--- src/rtl/md_pkg.sv ---
// Shared encodings and helpers for the multiply/divide unit.
package md_pkg;

  localparam int          MD_ITERS   = 32;
  localparam logic [31:0] MD_DIV0_LO = 32'hFFFF_FFFF;

  // Issue opcodes presented on md_unit.op; 3'b110 and 3'b111 are no-ops.
  typedef enum logic [2:0] {
    MD_MULT  = 3'b000,
    MD_MULTU = 3'b001,
    MD_DIV   = 3'b010,
    MD_DIVU  = 3'b011,
    MD_MTHI  = 3'b100,
    MD_MTLO  = 3'b101
  } md_op_e;

  typedef enum logic [1:0] {
    MD_IDLE = 2'd0,
    MD_CALC = 2'd1,
    MD_FIN  = 2'd2
  } md_state_e;

  // Two's-complement negate when n is set; used both for operand
  // magnitudes at issue and for sign correction of results.
  function automatic logic [31:0] md_cond_neg(input logic [31:0] v, input logic n);
    return n ? (~v + 32'd1) : v;
  endfunction

endpackage

--- src/rtl/md_div_step.sv ---
// One restoring-division step: shift the next dividend bit into the
// partial remainder, trial-subtract the divisor, keep the difference when
// it does not borrow.
module md_div_step #(
  parameter int W = 32
) (
  input  logic [W-1:0] rem_i,
  input  logic         bit_i,
  input  logic [W-1:0] divisor_i,
  output logic [W-1:0] rem_o,
  output logic         q_o
);

  logic [W:0] shifted;
  logic [W:0] diff;

  // Trial subtract on W+1 bits; the top bit of the difference is the borrow.
  always_comb begin
    shifted = {rem_i, bit_i};
    diff    = shifted - {1'b0, divisor_i};
    q_o     = ~diff[W];
    rem_o   = q_o ? diff[W-1:0] : shifted[W-1:0];
  end

endmodule

--- src/rtl/md_unit.sv ---
// Iterative multiply/divide unit with architectural HI/LO registers.
//
// Issue handshake: start is a one-cycle strobe from EX, valid only in the
// cycle the instruction advances. A mul/div issue is accepted only from
// IDLE without cancel; isbusy is the "not ready" indication, high from the
// issue cycle through FIN, and the stall logic must not present start
// while isbusy is high (such a start is dropped). MTHI/MTLO complete at the
// issue edge and never raise isbusy. cancel overrides everything.
module md_unit
  import md_pkg::*;
#(
  parameter int DATA_W = 32,
  parameter int ITERS  = MD_ITERS
) (
  input  logic              clk,
  input  logic              rst,
  input  logic              start,
  input  logic [2:0]        op,
  input  logic [DATA_W-1:0] rs_data,
  input  logic [DATA_W-1:0] rt_data,
  input  logic              cancel,
  output logic              isbusy,
  output logic              done,
  output logic [DATA_W-1:0] HI,
  output logic [DATA_W-1:0] LO
);

  localparam int CW = $clog2(ITERS);
  localparam int AW = 2 * DATA_W;

  md_state_e         state_q;
  logic [CW-1:0]     count_q;
  logic [AW-1:0]     acc_q;      // mul: {partial product, multiplier}; div: {remainder, dividend/quotient}
  logic [DATA_W-1:0] opnd_q;     // multiplicand or divisor magnitude
  logic              is_div_q;
  logic              neg_res_q;  // product / quotient must be negated
  logic              neg_rem_q;  // remainder must be negated
  logic [DATA_W-1:0] hi_q;
  logic [DATA_W-1:0] lo_q;

  logic              rs_neg;
  logic              rt_neg;
  logic [DATA_W-1:0] rs_mag;
  logic [DATA_W-1:0] rt_mag;
  logic [DATA_W:0]   mul_sum;
  logic [AW-1:0]     mul_next;
  logic [DATA_W-1:0] div_rem;
  logic              div_q;
  logic [AW-1:0]     div_next;
  logic [AW-1:0]     prod;
  logic              div0;
  logic [DATA_W-1:0] fin_hi;
  logic [DATA_W-1:0] fin_lo;

  md_div_step #(.W(DATA_W)) u_div_step (
    .rem_i     (acc_q[AW-1:DATA_W]),
    .bit_i     (acc_q[DATA_W-1]),
    .divisor_i (opnd_q),
    .rem_o     (div_rem),
    .q_o       (div_q)
  );

  // Operand magnitudes and the single multiply / divide step per cycle.
  always_comb begin
    rs_neg   = ~op[0] & rs_data[DATA_W-1];
    rt_neg   = ~op[0] & rt_data[DATA_W-1];
    rs_mag   = md_cond_neg(rs_data, rs_neg);
    rt_mag   = md_cond_neg(rt_data, rt_neg);
    mul_sum  = {1'b0, acc_q[AW-1:DATA_W]} + {1'b0, (acc_q[0] ? opnd_q : '0)};
    mul_next = {mul_sum, acc_q[DATA_W-1:1]};
    div_next = {div_rem, acc_q[DATA_W-2:0], div_q};
  end

  // Sign-corrected results; a zero divisor keeps the all-ones quotient and
  // the restored remainder gives back the original rs value.
  always_comb begin
    prod   = neg_res_q ? (~acc_q + AW'(1)) : acc_q;
    div0   = (opnd_q == '0);
    fin_hi = is_div_q ? md_cond_neg(acc_q[AW-1:DATA_W], neg_rem_q) : prod[AW-1:DATA_W];
    fin_lo = is_div_q ? md_cond_neg(acc_q[DATA_W-1:0], neg_res_q & ~div0) : prod[DATA_W-1:0];
  end

  // Busy covers the issue cycle combinationally so HI/LO readers stall at once.
  always_comb begin
    isbusy = (state_q != MD_IDLE) |
             (start & ~cancel & ~op[2] & (state_q == MD_IDLE));
    done   = (state_q == MD_FIN) & ~cancel;
  end

  assign HI = hi_q;
  assign LO = lo_q;

  // Control FSM plus datapath registers; cancel aborts from any state.
  always_ff @(posedge clk) begin
    if (rst) begin
      state_q   <= MD_IDLE;
      count_q   <= '0;
      acc_q     <= '0;
      opnd_q    <= '0;
      is_div_q  <= 1'b0;
      neg_res_q <= 1'b0;
      neg_rem_q <= 1'b0;
      hi_q      <= '0;
      lo_q      <= '0;
    end else if (cancel) begin
      state_q <= MD_IDLE;
      count_q <= '0;
    end else begin
      case (state_q)
        MD_IDLE: begin
          if (start) begin
            case (op)
              MD_MULT, MD_MULTU, MD_DIV, MD_DIVU: begin
                is_div_q  <= op[1];
                neg_res_q <= rs_neg ^ rt_neg;
                neg_rem_q <= rs_neg;
                count_q   <= '0;
                state_q   <= MD_CALC;
                if (op[1]) begin
                  acc_q  <= {{DATA_W{1'b0}}, rs_mag};
                  opnd_q <= rt_mag;
                end else begin
                  acc_q  <= {{DATA_W{1'b0}}, rt_mag};
                  opnd_q <= rs_mag;
                end
              end
              MD_MTHI: hi_q <= rs_data;
              MD_MTLO: lo_q <= rs_data;
              default: ;
            endcase
          end
        end
        MD_CALC: begin
          acc_q   <= is_div_q ? div_next : mul_next;
          count_q <= count_q + 1'b1;
          if (count_q == CW'(ITERS - 1)) begin
            state_q <= MD_FIN;
          end
        end
        MD_FIN: begin
          hi_q    <= fin_hi;
          lo_q    <= fin_lo;
          state_q <= MD_IDLE;
        end
        default: state_q <= MD_IDLE;
      endcase
    end
  end

endmodule

--- config.mk ---
export PLATFORM = sky130hd
export DESIGN_NAME = md_unit
export DESIGN_NICKNAME = d
export VERILOG_FILES = /design/src/rtl/md_pkg.sv /design/src/rtl/md_div_step.sv /design/src/rtl/md_unit.sv
export SDC_FILE = /design/constraint.sdc
export NUM_CORES = 1
export LEC_CHECK = 0
export BUFFER_PORTS_ARGS = -buffer_cell sky130_fd_sc_hd__buf_2
export CORE_ASPECT_RATIO = 0.5
export CORE_MARGIN = 2
export CORE_UTILIZATION = 40
export CTS_CLUSTER_DIAMETER = 40
export DETAILED_ROUTE_END_ITERATION = 10
export PLACE_DENSITY = 0.61
export SLEW_MARGIN = 20
export SYNTH_ARGS = -nofsm -noshare
export SYNTH_HDL_FRONTEND = slang
export SYNTH_SLANG_ARGS = --single-unit
--- constraint.sdc ---
create_clock -name clk -period 3.95 [get_ports clk]
set_input_delay 0.395 -clock clk [delete_from_list [all_inputs] [get_ports clk]]
set_output_delay 0.395 -clock clk [all_outputs]
set_load 0.02 [all_outputs]
==> summary.txt <==
highest clock rate - 269.4 MHz
Tcrit/Tclk final - 93.99%
post-synthesis sequential area ratio - 23.64%
Final GP Congestion - 0.9642
CP most frequent cell - a21oi_1
Final min period - 3713 ps
post-detail-place hpwl - 42.65 mm
core area - 35,680 um2
Critical Path AT - 4020 ps
worst vdd ir - 288.8 uV
slack of the critical path - 237.4 ps
top cells by count, synth - nor2_1, nand2_1, a21oi_1, dfxtp_1, o21ai_0
CTS Buf Count - 17
crit end category - flop
# DRC - 0
vias in the first global route - 13,838
floorplan row count - 49
CP Buf/Inv Count - 2
clock tree buffer depth - 2
WL final - 55.30 mm
die height - 138.1 um
largest net degree at the start of global routing - 78
Cells after Synth - 1,979
ant diodes - 0
Area Growth Syn to Fin - 12.71%
CTS Hold Bufs - 0
critical path required time - 4260 ps
Post-synth EDFFs - 0
count leader, synth - nor2_1
Hold Slack - 292.9 ps
cell taking the most area after synthesis - dfxtp_1
max_cap viols - 0
top post-synthesis cells by area - dfxtp_1, a21oi_1, nor2_1, ha_1, nand2_1
Synth top area share - 23.64%
Worst path max stage delay - 510 ps
synthesized area per cell - 7.273 um2
GR Overflow Total - 0
Placed Cells - 2,527
Clock Skew - 12.33 ps
1st-iter DRT viols - 1,701
type of the worst min-delay path - input port to flop
I/O pin count - 137
critical path's top delay family - compound AO/OA/AOI/OAI gates
cell area after synthesis - 14,390 um2
crit path max fanout - 18
Root Buffer - clkbuf_16
Clock Latency Late Sink - 460 ps
Synth async-reset ratio - 0%
Vias per Instance - 6.076
CP Class - flop to flop
port buffer count - 136
worst slew pin tran - 941.1 ps
relative slew slack - 37.19%
Routed Antenna Nets - 0
post-layout util - 45.47%
first-pass GRT wire length - 83.27 mm
DRT Pass-1 Iters - 7
CTS tree - yes
via count - 15,548
CP Launch Type - flop
Avg WL per Cell - 21.61 um
count of final hold-check violations - 0
worst slack at placement - 203.8 ps
yosys warns - 0
Synth cell types - 78
Final Instance Count excl. Fillers - 2,559
Post-synth top flop - dfxtp_1
Max Transition Viols Final - 0
setup violators final - 0
share of layout cells above drive strength 1 - 13.93%
initial antenna violation count - 0
slowest CP cell - dfxtp_1
flop and latch count out of synthesis - 170
Starting Density - 40.34%
die width - 272.3 um
status - complete, no violations
Sum Neg Setup Slack - 0 ps
GRT Resource Usage Total - 28.59%
CTS clk-pin slew, worst paths - 70 ps
H-tree levels - 4
Die Footprint - 37,610 um2
Final #Nets - 2,205
unrepaired setup endpoints after global routing - false
syn_nets - 2,122
Pwr Density - 286.6 nW/um2
P_leak - 6.789 nW
crit path cell chain - inv_1, fa_1, nor2b_1, o2111ai_1, and3_1, o21ai_1, and2_1, a221o_2, buf_12, a21oi_1, o21ai_0, a21oi_1
CTS Sinks - 170
per-layer routing:
metal | vias to the layer above | GRT usage, % | part of all wire (%)
met5 | - | 0 | 0
met4 | 0 | 8.704 | 2.7
met3 | 84 | 6.879 | 9.4
met2 | 704 | 43.04 | 43
met1 | 7372 | 40.26 | 45
li1 | 7388 | - | -
logic make-up after synthesis:
kind of cell	Yosys count	share of synthesized area [%]
buffers and inverters	184	4.885
and+or+nand+nor	696	22.74
xor gates and xnor gates	161	9.797
muxes	46	3.451
adders and majority gates	72	6.363
AOI/OAI and AO/OA	650	29.12
DFF	170	23.64
stage by stage:
step | power (W) | instance area, um2
after CTS | 0.004628 | 16220
after floorplan | 0.002577 | 14390
after global routing | 0.004825 | 16220
after detailed placement | 0.002974 | 15670
final | 0.004649 | 16220
after global placement | 0.002977 | 15670
area by class of cell:
class	count	area [um2]
Fill cell	3685	19460
Tap cell	484	605.6
Timing Repair Buffer	187	1091
Sequential cell	170	3405
Clock inverter	9	80.08
Multi-Input combinational cell	1625	10330
Clock buffer	23	478.0
Inverter	61	229.0
what timing repair did:
action                                  4_1_cts  5_1_grt
setup buffers                                 0        0
endpoints found under the hold margin         0        0
resized for setup                             0        1
endpoints found under the setup margin        0       17
worst min-delay path: cells and delay by family:
kind	cells	cell delay [ps]
and+or+nand+nor	1	90
AOI/OAI and AO/OA	1	80
buffers and inverters	1	140
layout by cell type (no fill, tap or decap), drive strengths merged, types with 7 or more instances in the layout:
cell and instances:
a21oi 209, nand3b 7, nor2b 21, o211a 7, nand2 211, and2 18
nand2b 25, or2 10, o21a 7, and3 17, a211o 13, nand4 13
o21ai 144, a31oi 17, inv 64, a311oi 14, o31ai 24, a31o 9
o41ai 10, or3 13, mux2 29, o31a 8, o22ai 7, clkbuf 23
nor4 26, or4 11, ha 70, nand3 26, nor3 41, dfxtp 170
a21o 26, nor2 240, a22oi 21, buf 187, mux2i 17, a222oi 27
a211oi 41, xor2 76, xnor2 85, o211ai 36
where the power goes:
| group | internal [W] | switching, W | total [W] |
|---|---|---|---|
| sequential | 0.00176 | 0.0000578 | 0.00182 |
| combinational | 0.000401 | 0.000755 | 0.00116 |
| clock | 0.000871 | 0.000807 | 0.00168 |
| total | 0.00303 | 0.00162 | 0.00465 |
flip-flops by register name, summed over array words and instances, names as in the netlist:
signal	flops
acc_q	64
opnd_q	32
neg_res_q	1
count_q	5
is_div_q	1
HI	32
neg_rem_q	1
LO	32
state_q	2
worst paths after layout:
| check | start | cells past startpoint | slack [ps] | to |
|---|---|---|---|---|
| worst max-delay path | acc_q[32] | 12 | 240 | acc_q[0] |
| worst max register to register | acc_q[32] | 12 | 240 | acc_q[0] |
| worst min-delay path | rs_data[29] | 3 | 290 | HI[29] |
| worst min register to register | HI[26] | 2 | 460 | HI[26] |
Note: power is estimated with default switching activity, not from simulation.
